--- src/rtl/psc_trigger_receiver_if.sv ---
// PSC trigger link signal bundle: serial line in, decoded pulses and status out.
// The receiver takes the slave view; the line driver / status consumer takes the master view.
interface psc_trigger_receiver_if;
    logic       psc_input;
    logic       trigger_out;
    logic       pkt_valid;
    logic       crc_error;
    logic       framing_error;
    logic       locked;
    logic [7:0] cmd_byte;

    modport slave (
        input  psc_input,
        output trigger_out,
        output pkt_valid,
        output crc_error,
        output framing_error,
        output locked,
        output cmd_byte
    );

    modport master (
        output psc_input,
        input  trigger_out,
        input  pkt_valid,
        input  crc_error,
        input  framing_error,
        input  locked,
        input  cmd_byte
    );
endinterface

--- src/rtl/psc_trigger_receiver.sv ---
// PSC trigger link receiver: bit recovery, 10-bit word / packet alignment, CRC-8 check, trigger pulse.
// Pulses appear one cycle after the CRC word's last bit is sampled; no backpressure, the serial line is free-running.
module psc_trigger_receiver #(
    parameter int         CLKS_PER_BIT = 5,
    parameter int         PKT_BYTES    = 16,
    parameter logic [7:0] SYNC_BYTE    = 8'hA5,
    parameter logic [7:0] TRIG_CMD     = 8'h54,
    parameter int         LOS_BITS     = 20
) (
    input  logic                  clk,
    input  logic                  reset,
    psc_trigger_receiver_if.slave bus
);

    function automatic logic [7:0] crc8_byte(input logic [7:0] crc, input logic [7:0] data);
        logic [7:0] c;
        c = crc ^ data;
        for (int i = 0; i < 8; i++) begin
            c = c[7] ? ({c[6:0], 1'b0} ^ 8'h07) : {c[6:0], 1'b0};
        end
        return c;
    endfunction

    localparam int PW        = (CLKS_PER_BIT > 1) ? $clog2(CLKS_PER_BIT) : 1;
    localparam int LOS_LIMIT = LOS_BITS * CLKS_PER_BIT;
    localparam int LW        = $clog2(LOS_LIMIT + 1);
    localparam int IW        = (PKT_BYTES > 1) ? $clog2(PKT_BYTES) : 1;

    localparam logic [PW-1:0] PH_LAST   = PW'(CLKS_PER_BIT - 1);
    localparam logic [PW-1:0] PH_SAMPLE = PW'(CLKS_PER_BIT / 2);
    localparam logic [LW-1:0] LOS_MAX   = LW'(LOS_LIMIT);
    localparam logic [IW-1:0] IDX_CMD   = IW'(1);
    localparam logic [IW-1:0] IDX_LAST  = IW'(PKT_BYTES - 1);
    localparam logic [3:0]    BIT_LAST  = 4'd9;
    // Locking on SYNC skips byte 0's CRC step, so start from its contribution.
    localparam logic [7:0]    CRC_SEED  = crc8_byte(8'h00, SYNC_BYTE);

    typedef enum logic {ST_HUNT, ST_LOCKED} state_t;

    logic          r_sync1, r_sync2, r_sync3;
    logic [PW-1:0] r_phase;
    logic [LW-1:0] r_los;
    state_t        r_state;
    logic [8:0]    r_shift;
    logic [3:0]    r_bit_cnt;
    logic [IW-1:0] r_byte_idx;
    logic [7:0]    r_crc;
    logic [7:0]    r_cmd_cand;
    logic [7:0]    r_cmd_byte;
    logic          r_trig, r_valid, r_crc_err, r_frm_err;

    logic          w_edge, w_sample, w_los;
    logic [9:0]    w_word;
    logic [7:0]    w_data;

    state_t        w_state_nxt;
    logic [8:0]    w_shift_nxt;
    logic [3:0]    w_bit_cnt_nxt;
    logic [IW-1:0] w_idx_nxt;
    logic [7:0]    w_crc_nxt;
    logic [7:0]    w_cand_nxt;
    logic [7:0]    w_cmd_nxt;
    logic          w_trig_nxt, w_valid_nxt, w_crc_err_nxt, w_frm_err_nxt;

    assign w_edge   = r_sync2 ^ r_sync3;
    assign w_sample = (r_phase == PH_SAMPLE);
    assign w_los    = (r_los == LOS_MAX);
    // The stored 9 bits plus the bit being sampled form the 10-bit word window.
    assign w_word   = {r_shift, r_sync3};
    assign w_data   = w_word[7:0];

    always_ff @(posedge clk or posedge reset) begin
        if (reset) begin
            r_sync1 <= 1'b0;
            r_sync2 <= 1'b0;
            r_sync3 <= 1'b0;
            r_phase <= '0;
            r_los   <= '0;
        end else begin
            r_sync1 <= bus.psc_input;
            r_sync2 <= r_sync1;
            r_sync3 <= r_sync2;
            if (w_edge) begin
                r_phase <= '0;
            end else if (r_phase == PH_LAST) begin
                r_phase <= '0;
            end else begin
                r_phase <= r_phase + PW'(1);
            end
            // Saturates so a dead line reports loss once rather than wrapping.
            if (w_edge) begin
                r_los <= '0;
            end else if (!w_los) begin
                r_los <= r_los + LW'(1);
            end
        end
    end

    always_ff @(posedge clk or posedge reset) begin
        if (reset) begin
            r_state    <= ST_HUNT;
            r_shift    <= '0;
            r_bit_cnt  <= '0;
            r_byte_idx <= '0;
            r_crc      <= '0;
            r_cmd_cand <= '0;
            r_cmd_byte <= '0;
            r_trig     <= 1'b0;
            r_valid    <= 1'b0;
            r_crc_err  <= 1'b0;
            r_frm_err  <= 1'b0;
        end else begin
            r_state    <= w_state_nxt;
            r_shift    <= w_shift_nxt;
            r_bit_cnt  <= w_bit_cnt_nxt;
            r_byte_idx <= w_idx_nxt;
            r_crc      <= w_crc_nxt;
            r_cmd_cand <= w_cand_nxt;
            r_cmd_byte <= w_cmd_nxt;
            r_trig     <= w_trig_nxt;
            r_valid    <= w_valid_nxt;
            r_crc_err  <= w_crc_err_nxt;
            r_frm_err  <= w_frm_err_nxt;
        end
    end

    always_comb begin
        w_state_nxt   = r_state;
        w_shift_nxt   = r_shift;
        w_bit_cnt_nxt = r_bit_cnt;
        w_idx_nxt     = r_byte_idx;
        w_crc_nxt     = r_crc;
        w_cand_nxt    = r_cmd_cand;
        w_cmd_nxt     = r_cmd_byte;
        w_trig_nxt    = 1'b0;
        w_valid_nxt   = 1'b0;
        w_crc_err_nxt = 1'b0;
        w_frm_err_nxt = 1'b0;

        if (w_sample) begin
            w_shift_nxt = w_word[8:0];
        end

        case (r_state)
            ST_HUNT: begin
                if (w_sample && (w_word == {2'b10, SYNC_BYTE})) begin
                    w_state_nxt   = ST_LOCKED;
                    w_idx_nxt     = IDX_CMD;
                    w_bit_cnt_nxt = '0;
                    w_crc_nxt     = CRC_SEED;
                end
            end
            ST_LOCKED: begin
                // Loss of signal wins so a coincident framing fault yields one pulse.
                if (w_los) begin
                    w_frm_err_nxt = 1'b1;
                    w_state_nxt   = ST_HUNT;
                end else if (w_sample) begin
                    if (r_bit_cnt != BIT_LAST) begin
                        w_bit_cnt_nxt = r_bit_cnt + 4'd1;
                    end else begin
                        w_bit_cnt_nxt = '0;
                        if ((w_word[9:8] != 2'b10) ||
                            ((r_byte_idx == '0) && (w_data != SYNC_BYTE))) begin
                            w_frm_err_nxt = 1'b1;
                            w_state_nxt   = ST_HUNT;
                        end else if (r_byte_idx == IDX_LAST) begin
                            w_idx_nxt = '0;
                            w_crc_nxt = 8'h00;
                            if (w_data == r_crc) begin
                                w_valid_nxt = 1'b1;
                                w_cmd_nxt   = r_cmd_cand;
                                w_trig_nxt  = (r_cmd_cand == TRIG_CMD);
                            end else begin
                                w_crc_err_nxt = 1'b1;
                            end
                        end else begin
                            w_crc_nxt = crc8_byte(r_crc, w_data);
                            w_idx_nxt = r_byte_idx + IW'(1);
                            if (r_byte_idx == IDX_CMD) begin
                                w_cand_nxt = w_data;
                            end
                        end
                    end
                end
            end
            default: begin
                w_state_nxt = ST_HUNT;
            end
        endcase
    end

    assign bus.trigger_out   = r_trig;
    assign bus.pkt_valid     = r_valid;
    assign bus.crc_error     = r_crc_err;
    assign bus.framing_error = r_frm_err;
    assign bus.locked        = (r_state == ST_LOCKED);
    assign bus.cmd_byte      = r_cmd_byte;

endmodule

--- src/flat_wrapper.sv ---
// flat-port wrapper written by rule: the top's interface ports become plain ports
module psc_trigger_receiver_flat 
#(
    parameter int         CLKS_PER_BIT = 5,
    parameter int         PKT_BYTES    = 16,
    parameter logic [7:0] SYNC_BYTE    = 8'hA5,
    parameter logic [7:0] TRIG_CMD     = 8'h54,
    parameter int         LOS_BITS     = 20
)
  (clk, reset, bus_psc_input, bus_trigger_out, bus_pkt_valid, bus_crc_error, bus_framing_error, bus_locked, bus_cmd_byte);
  psc_trigger_receiver_if bus_i ();
  input  logic clk;
  input  logic reset;
  input wire logic [$bits(bus_i.psc_input)-1:0] bus_psc_input;
  output wire logic [$bits(bus_i.trigger_out)-1:0] bus_trigger_out;
  output wire logic [$bits(bus_i.pkt_valid)-1:0] bus_pkt_valid;
  output wire logic [$bits(bus_i.crc_error)-1:0] bus_crc_error;
  output wire logic [$bits(bus_i.framing_error)-1:0] bus_framing_error;
  output wire logic [$bits(bus_i.locked)-1:0] bus_locked;
  output wire logic [$bits(bus_i.cmd_byte)-1:0] bus_cmd_byte;
  assign bus_i.psc_input = bus_psc_input;
  assign bus_trigger_out = bus_i.trigger_out;
  assign bus_pkt_valid = bus_i.pkt_valid;
  assign bus_crc_error = bus_i.crc_error;
  assign bus_framing_error = bus_i.framing_error;
  assign bus_locked = bus_i.locked;
  assign bus_cmd_byte = bus_i.cmd_byte;
  psc_trigger_receiver #(.CLKS_PER_BIT(CLKS_PER_BIT), .PKT_BYTES(PKT_BYTES), .SYNC_BYTE(SYNC_BYTE), .TRIG_CMD(TRIG_CMD), .LOS_BITS(LOS_BITS)) u_core (.clk(clk), .reset(reset), .bus(bus_i));
endmodule
--- config.mk ---
export PLATFORM = sky130hd
export DESIGN_NAME = psc_trigger_receiver_flat
export DESIGN_NICKNAME = d
export VERILOG_FILES = /design/src/rtl/psc_trigger_receiver_if.sv /design/src/rtl/psc_trigger_receiver.sv /design/src/flat_wrapper.sv
export SDC_FILE = /design/constraint.sdc
export NUM_CORES = 1
export LEC_CHECK = 0
export CAP_MARGIN = 20
export CORE_MARGIN = 1.5
export CORE_UTILIZATION = 50
export CTS_BUF_LIST = sky130_fd_sc_hd__clkbuf_4
export DETAILED_ROUTE_END_ITERATION = 6
export PLACE_DENSITY_LB_ADDON = 0.12
export REMOVE_ABC_BUFFERS = 1
export SLEW_MARGIN = 20
export SYNTH_ARGS = -nofsm -noshare
export SYNTH_HDL_FRONTEND = slang
export SYNTH_SLANG_ARGS = --single-unit
export TNS_END_PERCENT = 10
--- constraint.sdc ---
create_clock -name clk -period 3.34 [get_ports clk]
set_input_delay 1.002 -clock clk [delete_from_list [all_inputs] [get_ports clk]]
set_output_delay 1.002 -clock clk [all_outputs]
set_load 0.01 [all_outputs]
==> results of run 1 <==
layout make-up:
cell class              count  share of cell area
well taps                  72              0.0274
inverters                  14              0.0160
repair buffers             18              0.0563
flip-flops and latches     59               0.449
clock inverters             7              0.0209
multi-input cells         167               0.410
clock buffers               9              0.0205
routing by layer:
metal,track usage,up-vias,part of all wire
li1,-,912,-
met1,0.276,921,0.53
met2,0.267,22,0.43
met3,0.0379,8,0.024
met4,0.0947,0,0.015
met5,0,-,0
cell families after synthesis:
group | share of synthesized area
adder cells (fa/ha/maj) | 0.0560
XOR/XNOR | 0.0772
AO/OA/AOI/OAI | 0.0953
flip-flops | 0.509
buffers and inverters | 0.0272
AND/OR/NAND/NOR | 0.128
multiplexers | 0.107
registers in the layout, indices dropped and copies added, names as in the netlist:
register / count
u_core.r_phase: 3
u_core.bus.cmd_byte: 8
u_core.r_bit_cnt: 4
u_core.r_los: 7
u_core.bus.framing_error: 1
u_core.r_cmd_cand: 8
u_core.r_sync2: 1
u_core.bus.pkt_valid: 1
u_core.r_shift: 9
u_core.bus.crc_error: 1
u_core.r_byte_idx: 4
u_core.r_crc: 8
u_core.bus.locked: 1
u_core.r_sync1: 1
u_core.bus.trigger_out: 1
u_core.r_sync3: 1
cells in the final DEF, fill, tap and decap left out, types with 4 or more instances in the layout:
cell and n:
clkdlybuf4s50_1 15, clkbuf_4 9, o31ai_1 8, o21ai_0 7
nor3_1 4, o21ai_1 4, xor2_1 6, mux2_1 8
nor2_1 13, nand2_1 13, ha_1 13, mux2_2 9
inv_1 12, dfrtp_1 59, nand3_1 13, xnor2_1 17
a21oi_1 8, mux2_4 8
worst min path at each step:
stage,from,end,slack [ns],depth (start not counted)
floorplan,u_core.r_sync1,u_core.r_sync2,0.33,0
global placement,u_core.r_sync1,u_core.r_sync2,0.36,0
detailed placement,u_core.r_sync1,u_core.r_sync2,0.34,0
CTS,u_core.r_sync1,u_core.r_sync2,0.36,0
global route,u_core.r_sync1,u_core.r_sync2,0.38,0
finish,u_core.r_sync1,u_core.r_sync2,0.36,0
power by group through the flow:
stage / clock, mW / combinational, mW / sequential, mW
floorplan: 0 / 0.372 / 0.841
global placement: 0 / 0.426 / 0.875
detailed placement: 0 / 0.433 / 0.876
CTS: 0.512 / 0.438 / 0.862
global route: 0.544 / 0.492 / 0.874
finish: 0.500 / 0.433 / 0.859
per-stage QoR:
| step | instances | power [mW] | cell area [sq um] | hold WS [ns] |
|---|---|---|---|---|
| finish | 346 | 1.79 | 3290 | 0.356 |
| global route | 346 | 1.91 | 3290 | 0.383 |
| detailed placement | 330 | 1.31 | 3150 | 0.336 |
| floorplan | 240 | 1.21 | 2880 | 0.331 |
| global placement | 330 | 1.30 | 3150 | 0.356 |
| CTS | 346 | 1.81 | 3290 | 0.360 |
==> flow_summary.ini, run 1 <==
[pwr]
irDropWorstVdd_mv = 0.336
seq_power_share = 0.479
p_sw_uw = 565
power_density_nw_per_um2 = 545
pwr-share-clk = 0.279
leakage_nw = 1.51
switching_share = 0.315
combPwrFrac = 0.242
p_int_mw = 1.23

[worst_setup_path]
required_ns = 2.34
critPathTopFamily = buffers and inverters
cp.arrival_ns = 1.45
crit_type = reg -> out
reg2reg_slack_ns = 1.05
reg2reg_depth = 8
r2r-start = u_core.r_phase[0]
endpoint = bus_locked
critPathMaxFanout = 8
end_kind = output pin
worstSetupStartpointType = register
path_buf_inv = 1
crit_path_top_delay_cell = clkdlybuf4s50_1
crit_start = u_core.bus.locked
r2r-end = u_core.bus.cmd_byte[7]
critical_path_depth = 1
critPathMaxStageDelay_ns = 0.58
path_cells = clkdlybuf4s50_1

[cells_and_area]
multi_input_comb_area_sq_um = 1350
syn2layout_area_growth_pct = 13.3
antennaDiodeCount = 0
nets = 285
fin_util = 0.593
drive_gt1_frac = 0.150
fill_cells = 482
register_area_sq_um = 1480

[floorplan]
ioPinCount = 16
coreArea_sq_um = 5540
die-height_um = 79.2
die_w_um = 79.2
die-area_sq_um = 6270
initial_utilization = 0.524
num_rows = 27

[placed_design]
port_buffers = 15
pre_cts_ws_ns = 1.05
dp_hpwl_um = 3550
place_congestion = 0.762

[routing]
firstDrtPassIters = 4
via_per_inst = 5.38
ant_nets = 0
routed_wirelength_um = 5120
vias = 1863
drcViolationCount = 0
drt_first_iter_violations = 77
wire_per_inst_um = 14.8

[synthesis]
avgSynthCellArea_sq_um = 11.8
yosysUniqueCellTypes = 45
yosys_warnings = 0
synth.cell_area_sq_um = 2900
synth_largest_area_cell = dfrtp_1
syn_inst = 245
yosys.area.top_type_share = 0.509
synth_seq_area_share = 0.509
yosys-top-cells-area = dfrtp_1, ha_1, xnor2_1
synth-seq-cells = 59
synth_most_common_cell = dfrtp_1
async_flop_share = 1.00
synth_edf_count = 0
synth_top_flop_cell = dfrtp_1
yosys-top-cells-count = dfrtp_1, xnor2_1

[sta]
rsz0062_at_grt = false
setup_viol = 0
setup_tns_ns = 0
tightest_slew_ns = 0.966
relSlewSlack = 0.350
maxSlewViolCount = 0
clock_skew_ns = 0.0194
max_freq_ghz = 0.408
period_share = 0.734
hold_viol = 0
finalWorstSetupSlack_ns = 0.890
period_minus_slack_ns = 2.45

[clock_tree]
cts_buffers = 9
clock-root-buffer = clkbuf_4
ctsResizeCount = 0
post_cts_buffers = 0
cts_hold_buf = 0
tritoncts = yes
worstSkewPairLatency_ns = 0.40
cts_sinks = 59
path_clk_slew_ns = 0.10
cts.htree.levels = 3
max-clock-path-buffers = 2

[global_route]
grt.total_usage = 0.189
gr-total-overflow = 0
antenna_found_initial = 0
grt_pass1_wl_um = 8910
grt_max_degree = 38
grt_pass1_vias = 1771

[flow_run]
cap_violations = 0

[run_status]
status = complete, no violations

[min_path]
min_path_type = reg -> reg
No activity file was read; power rests on OpenSTA's default activity.
==> run 2: changes to the inputs <==
==> constraint.sdc (replaced) <==
create_clock -name clk -period 2.49 [get_ports clk]
set_input_delay 0.747 -clock clk [delete_from_list [all_inputs] [get_ports clk]]
set_output_delay 0.747 -clock clk [all_outputs]
set_load 0.01 [all_outputs]
==> flow_summary.ini, run 2 (synthesis results as in run 1) <==
[floorplan]
ioPinCount = 16
num_rows = 27
die-area_sq_um = 6270
die-height_um = 79.2
coreArea_sq_um = 5540
initial_utilization = 0.524
die_w_um = 79.2

[flow_run]
cap_violations = 0

[routing]
drt_first_iter_violations = 107
ant_nets = 0
wire_per_inst_um = 14.8
drcViolationCount = 0
firstDrtPassIters = 4
vias = 1877
routed_wirelength_um = 5210
via_per_inst = 5.35

[cells_and_area]
layout_commonest_cell = dfrtp_1
syn2layout_area_growth_pct = 13.3
largest_reg_flops = 9
largest_register = u_core.r_shift
antennaDiodeCount = 0
nets = 290
drive_gt1_frac = 0.172
final_cell_mix = dfrtp_1, xnor2_1, clkdlybuf4s50_1
fill_cells = 469

[global_route]
grt_pass1_wl_um = 8900
grt.total_usage = 0.189
grt_pass1_vias = 1789
antenna_found_initial = 0
grt_max_degree = 31
gr-total-overflow = 0

[clock_tree]
cts_sinks = 59
worstSkewPairLatency_ns = 0.41
max-clock-path-buffers = 2
clock-root-buffer = clkbuf_4
cts_buffers = 9
cts.htree.levels = 3
cts_hold_buf = 0
tritoncts = yes
path_clk_slew_ns = 0.10
ctsResizeCount = 0
post_cts_buffers = 0

[run_status]
status = complete, no violations

[worst_setup_path]
crit_type = reg -> reg
crit_path_top_delay_cell = dfrtp_1
path_cells = inv_1 > ha_1 > and4bb_4 > a2111oi_4 > nand3_2 > nand3b_4 > mux2_4
critPathMaxStageDelay_ns = 0.42
end_kind = register
cp.arrival_ns = 2.52
critPathMaxFanout = 10
required_ns = 2.79
worstSetupStartpointType = register

[placed_design]
pre_cts_ws_ns = 0.269
place_congestion = 0.778
dp_hpwl_um = 3610
port_buffers = 15

[min_path]
min_path_type = reg -> reg

[sta]
finalWorstSetupSlack_ns = 0.264
hold_viol = 0
relSlewSlack = 0.494
max_freq_ghz = 0.449
maxSlewViolCount = 0
setup_tns_ns = 0
tightest_slew_ns = 0.756
setup_viol = 0
period_minus_slack_ns = 2.23
rsz0062_at_grt = false
period_share = 0.894
clock_skew_ns = 0.0110

[pwr]
total_power_mw = 2.31
leakage_nw = 1.52
irDropWorstVdd_mv = 0.443
power_density_nw_per_um2 = 703
run 2: power by group:
part	leakage, nW	internal [mW]	switching (mW)
combinational	0.663	0.313	0.268
clock	0.0537	0.198	0.368
sequential	0.800	1.04	0.128
total	1.52	1.55	0.764
run 2: routing by layer:
| layer | part of all wire | up-vias | GRT usage |
|---|---|---|---|
| met2 | 0.43 | 28 | 0.259 |
| met4 | 0.015 | 0 | 0.0895 |
| li1 | - | 926 | - |
| met5 | 0 | - | 0 |
| met1 | 0.52 | 915 | 0.276 |
| met3 | 0.030 | 8 | 0.0483 |
run 2: worst paths after layout:
path	startpoint	endpoint	slack, ns	cells after the start
max	u_core.r_los[0]	u_core.bus.cmd_byte[0]	0.26	7
min in group asynchronous	reset	u_core.bus.cmd_byte[4]	0.73	3
max reg2reg	u_core.r_los[0]	u_core.bus.cmd_byte[0]	0.26	7
min	u_core.r_sync1	u_core.r_sync2	0.36	0
max in group asynchronous	reset	u_core.r_byte_idx[3]	1.47	3
min reg2reg	u_core.r_sync1	u_core.r_sync2	0.36	0
run 2: worst max-delay path: cells and delay by family, from the launching register on:
family,cells,cell delay (ns)
fa+ha+maj,1,0.19
buf+inv,1,0.06
simple gates,3,0.69
mux,1,0.35
compound gates,1,0.40
flops,1,0.42
run 2: metrics by stage:
stage	area (sq um)	util	cells	hold WS [ns]
2_1_floorplan	2880	-	240	0.331
3_3_place_gp	3180	0.573	335	0.338
3_5_place_dp	3180	0.573	335	0.338
4_1_cts	3290	0.594	351	0.362
5_1_grt	3290	0.594	351	0.374
6_report	3290	0.594	351	0.361
run 2: final cells by class:
class / count / area [sq um] / share of cell area
tap: 72 / 90.1 / 0.0274
sequential: 59 / 1480 / 0.449
inverter: 14 / 52.6 / 0.0160
clock buffer: 9 / 67.6 / 0.0205
timing repair buffer: 23 / 210 / 0.0639
clock inverter: 7 / 45.0 / 0.0137
multi-input combinational: 167 / 1350 / 0.410
